$ cat src/rtl/systolic_feeder_pkg.sv
// Shared definitions for the systolic operand feeder: array geometry and FSM state encoding.
package systolic_feeder_pkg;

    localparam int unsigned ARRAY_DIM    = 4;
    localparam int unsigned NUM_ELEMS    = ARRAY_DIM * ARRAY_DIM;
    localparam int unsigned STREAM_BEATS = 2 * ARRAY_DIM - 1;
    localparam int unsigned DIM_W        = $clog2(ARRAY_DIM);
    localparam int unsigned ELEM_W       = $clog2(NUM_ELEMS);

    typedef enum logic [1:0] {
        StIdle,
        StStream,
        StDrain,
        StDone
    } feeder_state_e;

endpackage

$ cat src/rtl/feeder_skew_mux.sv
// Combinational diagonal skew: maps a beat index onto the four row (left) and four
// column (up) operands of the 4x4 array; positions outside the diagonal band read 0.
module feeder_skew_mux
    import systolic_feeder_pkg::*;
#(
    parameter int unsigned DATA_WIDTH = 32
) (
    input  logic [2:0]                                beat_i,
    input  logic [NUM_ELEMS-1:0][DATA_WIDTH-1:0]      a_i,
    input  logic [NUM_ELEMS-1:0][DATA_WIDTH-1:0]      b_i,
    output logic [ARRAY_DIM-1:0][DATA_WIDTH-1:0]      left_o,
    output logic [ARRAY_DIM-1:0][DATA_WIDTH-1:0]      up_o
);

    // Row r carries A[r][t-r]; column c carries B[t-c][c].
    always_comb begin
        left_o = '0;
        up_o   = '0;
        for (int r = 0; r < int'(ARRAY_DIM); r++) begin
            for (int k = 0; k < int'(ARRAY_DIM); k++) begin
                if (beat_i == 3'(r + k)) begin
                    left_o[DIM_W'(r)] = a_i[ELEM_W'(r * int'(ARRAY_DIM) + k)];
                    up_o[DIM_W'(r)]   = b_i[ELEM_W'(k * int'(ARRAY_DIM) + r)];
                end
            end
        end
    end

endmodule

$ cat src/rtl/systolic_feeder.sv
// Operand feeder for the 4x4 systolic array: buffers A/B, streams them with diagonal skew,
// drains with zeros, then pulses done. FEEDER_DBLBUF_EN adds a second A/B bank.
module systolic_feeder
    import systolic_feeder_pkg::*;
#(
    parameter int unsigned DATA_WIDTH   = 32,
    parameter int unsigned DRAIN_CYCLES = 4
) (
    input  logic                  clk_i,
    input  logic                  rst_ni,
    input  logic                  wr_en_i,
    input  logic                  wr_sel_i,
    input  logic [3:0]            wr_addr_i,
    input  logic [DATA_WIDTH-1:0] wr_data_i,
    input  logic                  start_i,
    output logic [DATA_WIDTH-1:0] left_o_0,
    output logic [DATA_WIDTH-1:0] left_o_4,
    output logic [DATA_WIDTH-1:0] left_o_8,
    output logic [DATA_WIDTH-1:0] left_o_12,
    output logic [DATA_WIDTH-1:0] up_o_0,
    output logic [DATA_WIDTH-1:0] up_o_1,
    output logic [DATA_WIDTH-1:0] up_o_2,
    output logic [DATA_WIDTH-1:0] up_o_3,
    output logic                  busy_o,
    output logic                  done_o
);

    localparam int unsigned       DrainW    = $clog2(DRAIN_CYCLES + 1);
    localparam logic [DrainW-1:0] DrainLast = DrainW'(DRAIN_CYCLES - 1);
    localparam logic [2:0]        BeatLast  = 3'(STREAM_BEATS - 1);

    typedef logic [NUM_ELEMS-1:0][DATA_WIDTH-1:0] mat_t;

    feeder_state_e r_state, w_state_nxt;
    logic [2:0]        r_beat, w_beat_nxt;
    logic [DrainW-1:0] r_drain, w_drain_nxt;
    logic              w_start;
    mat_t              w_a_rd, w_b_rd;
    logic [ARRAY_DIM-1:0][DATA_WIDTH-1:0] r_left, r_up, w_left_sk, w_up_sk;

    assign w_start = start_i && (r_state == StIdle);

`ifdef FEEDER_DBLBUF_EN
    mat_t r_a [2];
    mat_t r_b [2];
    mat_t w_a_nxt [2];
    mat_t w_b_nxt [2];
    logic r_bank, w_bank_nxt;

    assign w_bank_nxt = r_bank ^ w_start;

    // Writes always land in the idle bank; start flips it into service.
    always_comb begin
        w_a_nxt = r_a;
        w_b_nxt = r_b;
        if (wr_en_i) begin
            if (wr_sel_i) w_b_nxt[~r_bank][wr_addr_i] = wr_data_i;
            else          w_a_nxt[~r_bank][wr_addr_i] = wr_data_i;
        end
    end

    assign w_a_rd = w_a_nxt[w_bank_nxt];
    assign w_b_rd = w_b_nxt[w_bank_nxt];

    always_ff @(posedge clk_i or negedge rst_ni) begin
        if (!rst_ni) begin
            r_a    <= '{default: '0};
            r_b    <= '{default: '0};
            r_bank <= 1'b0;
        end else begin
            r_a    <= w_a_nxt;
            r_b    <= w_b_nxt;
            r_bank <= w_bank_nxt;
        end
    end
`else
    mat_t r_a, r_b, w_a_nxt, w_b_nxt;
    logic w_wr_ok;

    assign w_wr_ok = wr_en_i && ((r_state == StIdle) || (r_state == StDone));

    always_comb begin
        w_a_nxt = r_a;
        w_b_nxt = r_b;
        if (w_wr_ok) begin
            if (wr_sel_i) w_b_nxt[wr_addr_i] = wr_data_i;
            else          w_a_nxt[wr_addr_i] = wr_data_i;
        end
    end

    // Reading the post-write view lets a same-cycle write reach beat 0.
    assign w_a_rd = w_a_nxt;
    assign w_b_rd = w_b_nxt;

    always_ff @(posedge clk_i or negedge rst_ni) begin
        if (!rst_ni) begin
            r_a <= '0;
            r_b <= '0;
        end else begin
            r_a <= w_a_nxt;
            r_b <= w_b_nxt;
        end
    end
`endif

    always_comb begin
        w_state_nxt = r_state;
        w_beat_nxt  = r_beat;
        w_drain_nxt = r_drain;
        case (r_state)
            StIdle: begin
                if (w_start) begin
                    w_state_nxt = StStream;
                    w_beat_nxt  = '0;
                end
            end
            StStream: begin
                if (r_beat == BeatLast) begin
                    w_state_nxt = StDrain;
                    w_drain_nxt = '0;
                end else begin
                    w_beat_nxt = r_beat + 3'd1;
                end
            end
            StDrain: begin
                if (r_drain == DrainLast) w_state_nxt = StDone;
                else                      w_drain_nxt = r_drain + DrainW'(1);
            end
            StDone:  w_state_nxt = StIdle;
            default: w_state_nxt = StIdle;
        endcase
    end

    feeder_skew_mux #(
        .DATA_WIDTH (DATA_WIDTH)
    ) u_skew (
        .beat_i (w_beat_nxt),
        .a_i    (w_a_rd),
        .b_i    (w_b_rd),
        .left_o (w_left_sk),
        .up_o   (w_up_sk)
    );

    always_ff @(posedge clk_i or negedge rst_ni) begin
        if (!rst_ni) begin
            r_state <= StIdle;
            r_beat  <= '0;
            r_drain <= '0;
            r_left  <= '0;
            r_up    <= '0;
        end else begin
            r_state <= w_state_nxt;
            r_beat  <= w_beat_nxt;
            r_drain <= w_drain_nxt;
            r_left  <= (w_state_nxt == StStream) ? w_left_sk : '0;
            r_up    <= (w_state_nxt == StStream) ? w_up_sk : '0;
        end
    end

    assign left_o_0  = r_left[0];
    assign left_o_4  = r_left[1];
    assign left_o_8  = r_left[2];
    assign left_o_12 = r_left[3];
    assign up_o_0    = r_up[0];
    assign up_o_1    = r_up[1];
    assign up_o_2    = r_up[2];
    assign up_o_3    = r_up[3];
    assign busy_o    = (r_state == StStream) || (r_state == StDrain);
    assign done_o    = (r_state == StDone);

endmodule
$ cat config.mk
export PLATFORM = sky130hd
export DESIGN_NAME = systolic_feeder
export DESIGN_NICKNAME = d
export VERILOG_FILES = /design/src/rtl/systolic_feeder_pkg.sv /design/src/rtl/feeder_skew_mux.sv /design/src/rtl/systolic_feeder.sv
export SDC_FILE = /design/constraint.sdc
export NUM_CORES = 1
export LEC_CHECK = 0
export CAP_MARGIN = 10
export CORE_ASPECT_RATIO = 1.2
export CORE_UTILIZATION = 50
export DETAILED_ROUTE_END_ITERATION = 10
export HOLD_SLACK_MARGIN = 0.08
export PLACE_DENSITY = 0.73
export SYNTH_ARGS = -nofsm -noshare
export SYNTH_HDL_FRONTEND = slang
export SYNTH_SLANG_ARGS = --single-unit
$ cat constraint.sdc
create_clock -name clk_i -period 3 [get_ports clk_i]
set_input_delay 0.9 -clock clk_i [delete_from_list [all_inputs] [get_ports clk_i]]
set_output_delay 0.9 -clock clk_i [all_outputs]
set_load 0.05 [all_outputs]
==> impl_metrics.tcl, run 1 <==
set metrics [dict create \
    outcome "finished clean" \
    fin_area_um2 27620 \
    drc_errors 0 \
    period_needed_ns 2.886 \
    grt_max_degree 86 \
    die_area_um2 46670 \
    port_buffers 170 \
    synth_cell_types 62 \
    syn_inst 1809 \
    num_antenna_cells 0 \
    antenna_found_initial 4 \
    power_mw 32.59 \
    crit_arrival_ns 1.99 \
    core_um2 44990 \
    viasPerCell 5.901 \
    end_kind "output pin" \
    fin_skew_ns 0.02239 \
    ir_worst_vdd_v 0.0009326 \
    rsz0062_at_grt "false" \
    grt_pass1_vias 16190 \
    grt_pass1_wl_mm 95.70 \
    gp_congestion 0.8557 \
    routed_wl_mm 62.14 \
    crit_chain "ha_1 -> clkdlybuf4s50_1" \
    initial_core_util_pct 50.92 \
    n_fill_cell 3425 \
    drtPass1Iterations 5 \
    insertion_delay_ns 0.58 \
    setup_violations 0 \
    dp.final_hpwl_mm 40.43 \
    cts_setup_buffers 0 \
    ys_async_sr_fraction_pct 100.0 \
    synth_seq_cells 520 \
    detail_route.wl_per_cell_um 23.25 \
    dpl_cell_area_um2 25890 \
    dr_total_vias 15770 \
    cts_sinks 520 \
    ios 299 \
    leakagePower_nw 13.14 \
    slowest_delay_ns 0.80 \
    htree_num_levels 2 \
    synth_area_um2 22910 \
    crit_type "register to output pin" \
    drv_slew 0 \
    hold_path_class "input port to async pin" \
    critPathMaxFanout 5 \
    grt_remaining_overflow 0 \
    fin_tns_setup_ns 0 \
    numCtsBuffers 50 \
    avgSynthCellArea_um2 12.66 \
    synth.most_common_cell "dfrtp_1" \
    synth_top_area_cell "dfrtp_1" \
    ys_top_cells_by_count "dfrtp_1 (520), mux2_2 (287), buf_4 (137), nand3_1 (134), clkbuf_1 (89)" \
    clk_path_buf_depth 3 \
    cts_root_buffer "clkbuf_16" \
    area_growth_pct 20.59 \
    holdBufCountCts 0 \
    pre_cts_ws_ns -0.2093 \
    required_ns 2.10 \
    detail-route-antenna-nets 0 \
    slew_headroom_pct 51.11 \
    synth_edf_count 0 \
    post_cts_resized 0 \
    fin_ws_ns 0.1136 \
    tightest_slew_ns 0.7311 \
    nNetsFinal 2074 \
    drtIter0Drc 1444 \
    synthFlopType "dfrtp_1" \
    grt_usage_pct 26.73 \
    synth_top_area_share_pct 56.81 \
    ys_warn_count 0 \
    powerDensity_nw_per_um2 1180 \
    clkTransAtPathRegs_ns 0.06 \
    crit_slowest_cell "clkdlybuf4s50_1" \
    cts_tree "built" \
    hold_viol 0 \
    drive_gt1_share_pct 27.42 \
    max_freq_mhz 346.5 \
    min_period_over_period_pct 96.21 \
    drv_cap 0 \
    startpoint_type "register" \
    synth_area_leaders "dfrtp_1 (57%), mux2_2 (14%), buf_4 (4.5%)" \
    rows 85 \
    ys_seq_area_share_pct 56.81 \
    fp.dieW_um 197.4 \
    die_y_um 236.5 \
]
==> metrics by stage <==
stage,utilization [%],cells,hold slack [ns]
floorplan,-,1936,0.4496
CTS,61.40,2673,0.2641
global route,61.40,2673,0.2853
detailed placement,57.56,2581,0.4737
global placement,57.56,2581,0.4651
finish,61.40,2673,0.2520
==> worst max-delay path: cells and delay by family, from the launching register on <==
kind | cells | cell delay (ns)
adders and majority gates | 1 | 0.19
DFF | 1 | 0.43
buffers and inverters | 1 | 0.80
==> worst paths after layout <==
check	cells after the start	end	slack, ns	start
worst min register to register	1	r_b[151]$_DFF_PN0_	0.49	r_b[151]$_DFF_PN0_
worst max register to register	8	left_o_4[30]$_DFF_PN0_	0.26	r_state[1]$_DFF_PN0_
max in group asynchronous	3	r_a[109]$_DFF_PN0_	1.79	rst_ni
worst max-delay path	2	done_o	0.11	r_state[0]$_DFF_PN0_
min in group clk_i	1	r_b[151]$_DFF_PN0_	0.49	r_b[151]$_DFF_PN0_
worst min-delay path	1	up_o_1[28]$_DFF_PN0_	0.25	rst_ni
==> state kept, by name (all words and copies together), names as in the netlist <==
name	cells
up_o_1	32
left_o_0	32
r_beat	3
r_state	2
left_o_4	32
r_drain	3
r_a	256
up_o_0	32
r_b	128
==> layout make-up <==
type / instances / area [µm²] / share of cell area, %
clock buffer: 70 / 1478 / 5.350
clock inverter: 22 / 250.2 / 0.9060
inverter: 10 / 42.54 / 0.1540
multi-input combinational: 1101 / 8551 / 30.96
sequential: 520 / 13010 / 47.11
tap: 609 / 762.0 / 2.759
timing repair buffer: 341 / 3526 / 12.76
==> cells in the final DEF (no fill, tap or decap), drive strengths merged, types with 2 or more instances in the layout <==
master / synthesis / final
a22oi: 2 / 2
buf: 216 / 173
and4bb: 2 / 2
nor3b: 2 / 2
o211a: 31 / 31
o211ai: 84 / 84
a21oi: 56 / 56
a21boi: 2 / 2
nand3b: 2 / 2
a31oi: 19 / 19
clkbuf: 89 / 70
nor3: 2 / 2
nand3: 134 / 134
dfrtp: 520 / 520
o21ai: 55 / 55
o31ai: 23 / 23
nand2: 55 / 55
o311ai: 22 / 22
o21a: 31 / 31
o2bb2ai: 22 / 22
nor2b: 2 / 2
bufinv: 0 / 5
nor2: 7 / 7
o22ai: 2 / 2
clkinvlp: 0 / 2
clkdlybuf4s50: 0 / 168
mux2: 345 / 345
clkinv: 1 / 13
conb: 1 / 128
inv: 9 / 12
a32oi: 45 / 45
ha: 9 / 9
and2: 3 / 3
==> cell families after synthesis <==
| logic type | Yosys count | synth area share, % |
|---|---|---|
| muxes | 346 | 17.00 |
| buffers and inverters | 315 | 8.063 |
| AOI/OAI and AO/OA | 398 | 12.66 |
| adders and majority gates | 9 | 0.4916 |
| and+or+nand+nor | 220 | 4.960 |
| DFF | 520 | 56.81 |
| other | 1 | 0.01637 |
==> power by group <==
group / switching, mW / total (mW) / internal, mW
Clock: 2.67 / 6.54 / 3.87
Sequential: 0.678 / 9.91 / 9.23
Combinational: 10.0 / 16.1 / 6.14
==> per-layer routing <==
metal	wire (µm)	vias up	global-route usage (%)	share of wire [%]
li1	-	6775	-	-
met4	2548	6	11.77	4.1
met1	24820	8156	35.61	40
met3	4793	121	5.441	7.7
met2	29930	716	42.33	48
met5	39	-	0	0.063
No activity file was read; power rests on OpenSTA's default activity.
==> inputs of run 2 (changes only) <==
clock period = 3.15 ns   (was 3 ns; I/O delays follow)
==> run 2 against run 1 <==
Effect of this change: non-clock buffer count shrank 48; cell area decreased by 1.7%; setup slack better by 0.11 ns; worst hold slack better by 0.013 ns; clock power shrank 9.2%; first-iteration DRC count shrank 6.4%; global-route usage rose by 0.21 points; flip-flop and latch count stayed put; sequential share of layout area up 0.80 points; power down 7.1%; count of clock-buffer cells in the layout rose by 3; register-to-register slack better by 0.17 ns; highest routed layer unchanged.
==> impl_metrics.tcl, run 2 (synthesized netlist as in run 1, its figures left out) <==
set metrics [dict create \
    outcome "finished clean" \
    dp.final_hpwl_mm 39.01 \
    viasPerCell 5.988 \
    drv_cap 0 \
    fin_skew_ns 0.01844 \
    slew_headroom_pct 48.64 \
    end_kind "output pin" \
    clk_path_buf_depth 3 \
    critPathMaxFanout 5 \
    top_register "r_a" \
    holdWs_ns 0.2654 \
    rsz0062_at_grt "false" \
    cts_setup_buffers 0 \
    pre_cts_ws_ns -0.1300 \
    num_antenna_cells 0 \
    crit_arrival_ns 1.98 \
    die_area_um2 46670 \
    drv_slew 0 \
    drtIter0Drc 1352 \
    dr_total_vias 15670 \
    min_period_over_period_pct 92.79 \
    largestRegisters "r_a x256, r_b x128" \
    detail-route-antenna-nets 0 \
    ios 299 \
    holdBufCountCts 0 \
    antenna_found_initial 5 \
    power_mw 30.29 \
    drc_errors 0 \
    core_um2 44990 \
    fp.dieW_um 197.4 \
    setup_violations 0 \
    leakagePower_nw 12.85 \
    die_y_um 236.5 \
    reg2reg_to "left_o_4[21]$_DFF_PN0_" \
    numCtsBuffers 50 \
    routed_wl_mm 61.85 \
    gp_congestion 0.8299 \
    final_cell_mix "dfrtp_1 (520), mux2_2 (287), clkdlybuf4s50_1 (168)" \
    r2r_slack_ns 0.43 \
    period_needed_ns 2.923 \
    grt_pass1_vias 16260 \
    max_freq_mhz 342.1 \
    htree_num_levels 2 \
    rows 85 \
    crit_type "register to output pin" \
    ir_worst_vdd_v 0.0009856 \
    hold_viol 0 \
    insertion_delay_ns 0.60 \
    reg2reg_from "r_state[1]$_DFF_PN0_" \
    fin_ws_ns 0.2270 \
    grt_remaining_overflow 0 \
    cts_sinks 520 \
    grt_max_degree 91 \
    hold_path_class "input port to async pin" \
    nNetsFinal 2026 \
    clkTransAtPathRegs_ns 0.06 \
    reg2reg_depth 8 \
    grt_usage_pct 26.94 \
    port_buffers 170 \
    required_ns 2.20 \
    drtPass1Iterations 5 \
    powerDensity_nw_per_um2 1115 \
    grt_pass1_wl_mm 96.10 \
    tightest_slew_ns 0.7680 \
    initial_core_util_pct 50.92 \
    largest_reg_flops 256 \
    startpoint_type "register" \
    post_cts_resized 0 \
    cts_tree "built" \
    area_growth_pct 18.58 \
    detail_route.wl_per_cell_um 23.64 \
    drive_gt1_share_pct 25.36 \
    final_common_cell "dfrtp_1" \
    cts_root_buffer "clkbuf_16" \
    n_fill_cell 3489 \
]
run 2: cell count changes in the layout (fill, tap and decap cells not counted):
cell | before | now
buf_4 | 129 | 80
clkinv_2 | 13 | 6
bufinv_16 | 5 | 1
clkbuf_8 | 13 | 16
buf_12 | 43 | 44
clkinvlp_4 | 2 | 1
inv_16 | 0 | 1
inv_8 | 1 | 0
run 2: worst max-delay path by stage:
stage | start | to | slack (ns)
final | r_state[0]$_DFF_PN0_ | done_o | 0.23
after detailed placement | wr_addr_i[1] | left_o_4[26]$_DFF_PN0_ | -0.13
after global placement | start_i | up_o_0[25]$_DFF_PN0_ | -0.14
after CTS | r_state[0]$_DFF_PN0_ | done_o | 0.21
after floorplan | r_state[0]$_DFF_PN0_ | left_o_4[0]$_DFF_PN0_ | 0.54
after global routing | r_state[0]$_DFF_PN0_ | done_o | 0.18
run 2: metal layers:
layer  up-vias  share of wire, %  GRT usage, %
met2       701                47         41.98
met4         4               5.0         13.62
li1       6675                 -             -
met5         -             0.034             0
met1      8140                41         35.80
met3       145               7.1         5.469
run 2: cell type report:
type | count | area [µm²] | area share [%]
flip-flops and latches | 520 | 13010 | 47.91
multi-input cells | 1101 | 8551 | 31.48
repair buffers | 293 | 3178 | 11.70
clock buffers | 73 | 1519 | 5.592
well taps | 609 | 762.0 | 2.805
clock inverters | 10 | 96.34 | 0.3547
inverters | 10 | 42.54 | 0.1566
run 2: stage by stage:
stage	cells	setup TNS [ns]	area [µm²]	util (%)
2_1_floorplan	1936	0	23380	-
3_3_place_gp	2533	-0.1383	25550	56.78
3_5_place_dp	2533	-0.6180	25550	56.78
4_1_cts	2616	0	27160	60.38
5_1_grt	2616	0	27160	60.38
6_report	2616	0	27160	60.38
run 2: report_power, final:
part	switching, mW	total [mW]	internal [mW]	leakage [nW]
sequential	0.652	9.45	8.79	6.97
combinational	9.43	14.9	5.47	5.08
clock	2.54	5.94	3.40	0.803
total	12.6	30.3	17.7	12.9
run 2: worst max-delay path, stage by stage, from the launching register on:
cell and delay, ns:
dfrtp_1 0.43, ha_1 0.17, clkdlybuf4s50_1 0.80
==> inputs of run 3 (changes only) <==
DONT_BUFFER_PORTS = 1   (was default)
PLACE_DENSITY = 0.65   (was 0.73)
==> run 3 against run 2 <==
Effect of this change: fmax hardly changed; power decreased by 5.4%; via count down 7.6%; clock skew up 0.0027 ns; combinational power shrank 24%; count of clock-buffer cells in the layout decreased by 2; first-iteration DRC count decreased by 12%; clock power up 9.3%; largest cell class unchanged; largest power group unchanged.
==> impl_metrics.tcl, run 3 (synthesized netlist as in run 1, its figures left out) <==
set metrics [dict create \
    grt_max_degree 521 \
    cts_tree "built" \
    die_y_um 236.5 \
    crit_type "register to register" \
    largestRegisters "r_a x256, r_b x128" \
    numCtsBuffers 52 \
    powerDensity_nw_per_um2 1156 \
    viasPerCell 6.066 \
    ir_worst_vdd_v 0.001360 \
    drive_gt1_share_pct 24.90 \
    reg2reg_from "r_state[1]$_DFF_PN0_" \
    leakagePower_nw 11.86 \
    hold_path_class "input port to async pin" \
    grt_usage_pct 26.06 \
    cts_setup_buffers 0 \
    reg2reg_to "left_o_4[29]$_DFF_PN0_" \
    grt_pass1_vias 14600 \
    tightest_slew_ns 1.408 \
    r2r_slack_ns 0.23 \
    area_growth_pct 8.188 \
    crit_start "r_state[1]$_DFF_PN0_" \
    drc_errors 0 \
    grt_pass1_wl_mm 91.63 \
    rsz0062_at_grt "false" \
    final_common_cell "dfrtp_1" \
    required_ns 3.61 \
    fin_tns_setup_ns 0 \
    fin_util_pct 55.09 \
    core_um2 44990 \
    detail-route-antenna-nets 0 \
    die_area_um2 46670 \
    reg2reg_depth 9 \
    multi_input_area_um2 8544 \
    ios 299 \
    final_cell_mix "dfrtp_1 (520), mux2_2 (287), nand3_1 (134)" \
    dp.final_hpwl_mm 35.08 \
    crit_chain "inv_1 -> ha_1 -> mux2_2 -> o221a_1 -> buf_4 -> nand2_2 -> buf_4 -> o311ai_0 -> o2bb2ai_1" \
    drv_slew 0 \
    dr_total_vias 14470 \
    htree_num_levels 2 \
    clk_path_buf_depth 3 \
    hold_viol 0 \
    drv_cap 0 \
    max_freq_mhz 342.1 \
    cts_root_buffer "clkbuf_16" \
    nNetsFinal 1785 \
    period_needed_ns 2.923 \
    crit_arrival_ns 3.39 \
    path_delay_family "compound AO/OA/AOI/OAI gates" \
    routed_wl_mm 60.22 \
    clkTransAtPathRegs_ns 0.06 \
    rows 85 \
    antenna_found_initial 2 \
    pre_cts_ws_ns 0.2898 \
    min_period_over_period_pct 92.81 \
    detail_route.wl_per_cell_um 25.24 \
    fp.dieW_um 197.4 \
    setup_violations 0 \
    seqCellArea_um2 13010 \
    drtIter0Drc 1195 \
    slowest_delay_ns 0.42 \
    outcome "finished clean" \
    fin_skew_ns 0.02113 \
    startpoint_type "register" \
    crit_slowest_cell "dfrtp_1" \
    slew_headroom_pct 6.120 \
    cp.depth 9 \
    largest_reg_flops 256 \
    insertion_delay_ns 0.61 \
    top_register "r_a" \
    critical_path.endpoint "left_o_4[29]$_DFF_PN0_" \
    gp_congestion 0.7920 \
    n_fill_cell 3728 \
    cpMostUsedCell "buf_4" \
    initial_core_util_pct 50.92 \
    fin_ws_ns 0.2266 \
    grt_remaining_overflow 0 \
    drtPass1Iterations 5 \
    end_kind "register" \
    cts_sinks 520 \
    path_buf_inv 3 \
    critPathMaxFanout 15 \
    post_cts_resized 0 \
    port_buffers 0 \
]
run 3: per-layer routing:
layer  part of all wire (%)  vias to the layer above  global-route usage (%)
met5                      0                        -                       0
met1                     42                     7653                   35.38
met4                    3.5                        0                   10.27
met3                    7.6                      102                   6.851
met2                     47                      543                   39.92
li1                       -                     6175                       -
run 3: power by group:
group	total, mW	internal, mW	switching [mW]
Combinational	11.3	3.93	7.37
Clock	6.49	3.84	2.65
Sequential	10.8	8.77	2.08
Total	28.6	16.5	12.1
run 3: worst min-delay path by stage:
stage	start	end	slack (ns)
3_5_place_dp	r_b[163]$_DFF_PN0_	r_b[163]$_DFF_PN0_	0.47
6_report	rst_ni	up_o_0[26]$_DFF_PN0_	0.05
5_1_grt	rst_ni	r_b[182]$_DFF_PN0_	0.02
4_1_cts	rst_ni	up_o_0[28]$_DFF_PN0_	0.02
3_3_place_gp	r_a[242]$_DFF_PN0_	r_a[242]$_DFF_PN0_	0.46
2_1_floorplan	r_a[242]$_DFF_PN0_	r_a[242]$_DFF_PN0_	0.45
run 3: worst register-to-register path: stages (launching register included):
cell and delay, ns:
dfrtp_1 0.42, inv_1 0.13, ha_1 0.40, mux2_2 0.23, o221a_1 0.32, buf_4 0.21, nand2_2 0.24, buf_4 0.31
o311ai_0 0.38, o2bb2ai_1 0.15
run 3: metrics by stage:
stage               area [µm²]  hold WS, ns  power, mW  cells
global route             24780      0.02447      30.08   2384
detailed placement       22990       0.4739      22.21   2290
finish                   24780      0.04509      28.64   2386
floorplan                23380       0.4496      18.94   1936
CTS                      24780      0.02202      28.77   2384
global placement         22990       0.4648      21.93   2290
run 3: cell type report:
cell class | instances | share of cell area, %
Antenna cell | 2 | 0.02020
Timing Repair Buffer | 50 | 2.524
Clock buffer | 71 | 5.902
Inverter | 10 | 0.1717
Clock inverter | 23 | 1.318
Sequential cell | 520 | 52.51
Multi-Input combinational cell | 1101 | 34.48
Tap cell | 609 | 3.075
==> patch (settings of run 3) <==
Build with the macro `FEEDER_DBLBUF_EN` defined.
--- a/src/rtl/systolic_feeder.sv
+++ b/src/rtl/systolic_feeder.sv
@@ -1,5 +1,7 @@
 // Operand feeder for the 4x4 systolic array: buffers A/B, streams them with diagonal skew,
 // drains with zeros, then pulses done. FEEDER_DBLBUF_EN adds a second A/B bank.
+`define FEEDER_DBLBUF_EN
+
 module systolic_feeder
     import systolic_feeder_pkg::*;
 #(
Check against the original RTL: not settled (the Yosys comparison gave no result); the edit may change what the design does.
==> patch against run 3 <==
First-iteration DRC count is 82% higher; sequential cell count is 385 higher; count of clock-buffer cells in the layout is 51 higher; power is 64% higher; cell count is 90% higher; routed wire length is 88% higher; area after synthesis is 81% higher; worst setup slack better by 0.0092 ns; largest power group unchanged; fmax is 0.31% higher; cell area is 85% higher; combinational power is 58% higher.
==> patch: results <==
metrics = {
    "run_status": {
        "status": "finished clean",
    },
    "global_route": {
        "grt_usage_pct": 27.0,
        "met2_usage_pct": 45.0,
        "grt_pass1_wl_um": 174000,
        "gr-usage-met3_pct": 5.36,
        "grt_max_degree": 906,
        "grt_pass1_vias": 28700,
    },
    "power": {
        "swShare_pct": 39.5,
        "irDropWorstVdd_v": 0.00104,
        "power_leakage_nw": 21.4,
    },
    "routing": {
        "drt_iter0_drc": 2180,
        "drt-pass1-iter-count": 6,
        "num_vias": 27600,
    },
    "synthesis": {
        "ys_top_cells_by_area": "dfrtp_1 (55%), mux2_2 (21%), o22ai_1 (3.8%), nor2_1 (2.7%), buf_4 (2.4%)",
        "ys_types": 60,
    },
    "sta": {
        "relSlewSlack_pct": 26.4,
        "fin_skew_ns": 0.0249,
    },
    "placed_design": {
        "placed_cell_area_um2": 42300,
    },
    "cells_and_area": {
        "layout-drive-gt1-share_pct": 32.4,
        "reg_top3": "r_a x512, r_b x256",
        "nets": 3387,
    },
    "worst_setup_path": {
        "critical_path_arrival_ns": 3.52,
        "ff2ff_path_depth": 10,
    },
    "cts": {
        "clkLatencyLatePin_ns": 0.68,
        "cts_made_buffers": 91,
    },
}
## patch: changes by cell type after synthesis, moves of 58 or more
cell | run 3 | this run
o22ai_1 | 2 | 252
nand3_1 | 134 | 5
clkbuf_1 | 89 | 251
o21ai_0 | 55 | 127
o211ai_1 | 83 | 4
mux2_2 | 287 | 769
nand2_1 | 54 | 140
dfrtp_1 | 520 | 905
nor3_1 | 1 | 127
nor2_1 | 4 | 299
a221oi_1 | 0 | 64
mux2_1 | 58 | 0
## patch: through the flow
step	setup WS, ns	instances
6_report	0.236	4528
5_1_grt	0.0275	4527
4_1_cts	0.0590	4521
3_5_place_dp	0.0644	4349
3_3_place_gp	0.122	4349
2_1_floorplan	0.369	3603
## patch: worst min path at each step
| stage | startpoint | end | slack, ns |
|---|---|---|---|
| CTS | rst_ni | up_o_1[5]$_DFF_PN0_ | 0.01 |
| detailed placement | r_a[38]$_DFF_PN0_ | r_a[38]$_DFF_PN0_ | 0.48 |
| global placement | r_a[700]$_DFF_PN0_ | r_a[700]$_DFF_PN0_ | 0.48 |
| global route | rst_ni | r_b[677]$_DFF_PN0_ | 0.1 |
| finish | rst_ni | up_o_1[4]$_DFF_PN0_ | 0.10 |
| floorplan | r_a[48]$_DFF_PN0_ | r_a[48]$_DFF_PN0_ | 0.47 |
## patch: routing by layer
layer	up-vias	part of all wire [%]
met5	-	0.0097
li1	12000	-
met2	913	49
met4	2	3.2
met3	192	6.4
met1	14500	41
## patch: cells by family after synthesis
| logic type | count (synthesis) | share of synthesized area (%) |
|---|---|---|
| flip-flops | 905 | 54.5 |
| AO/OA/AOI/OAI | 628 | 10.3 |
| multiplexers | 802 | 21.7 |
| buffers and inverters | 482 | 5.66 |
| other | 1 | 0.00903 |
| AND/OR/NAND/NOR | 649 | 7.56 |
| adder cells (fa/ha/maj) | 9 | 0.271 |
## patch: area by class of cell
type | count | area [µm²]
inverter | 10 | 38.8
multi-input combinational | 2216 | 17100
clock inverter | 50 | 718
timing repair buffer | 113 | 1350
antenna | 1 | 2.50
clock buffer | 122 | 2620
fill | 6626 | 36300
tap | 1111 | 1390
sequential | 905 | 22600
## patch: timing repair
action | in CTS | in global routing
resized for setup | 0 | 5
hold endpoints to repair | 461 | 27
setup endpoints to repair | 0 | 419
## patch: power by group through the flow
| stage | combinational (mW) | sequential (mW) | clock, mW |
|---|---|---|---|
| floorplan | 12.0 | 16.8 | 0 |
| global placement | 17.0 | 17.2 | 0 |
| detailed placement | 17.4 | 17.3 | 0 |
| CTS | 17.5 | 17.1 | 12.1 |
| global route | 19.2 | 17.4 | 12.6 |
| finish | 17.9 | 17.1 | 11.9 |
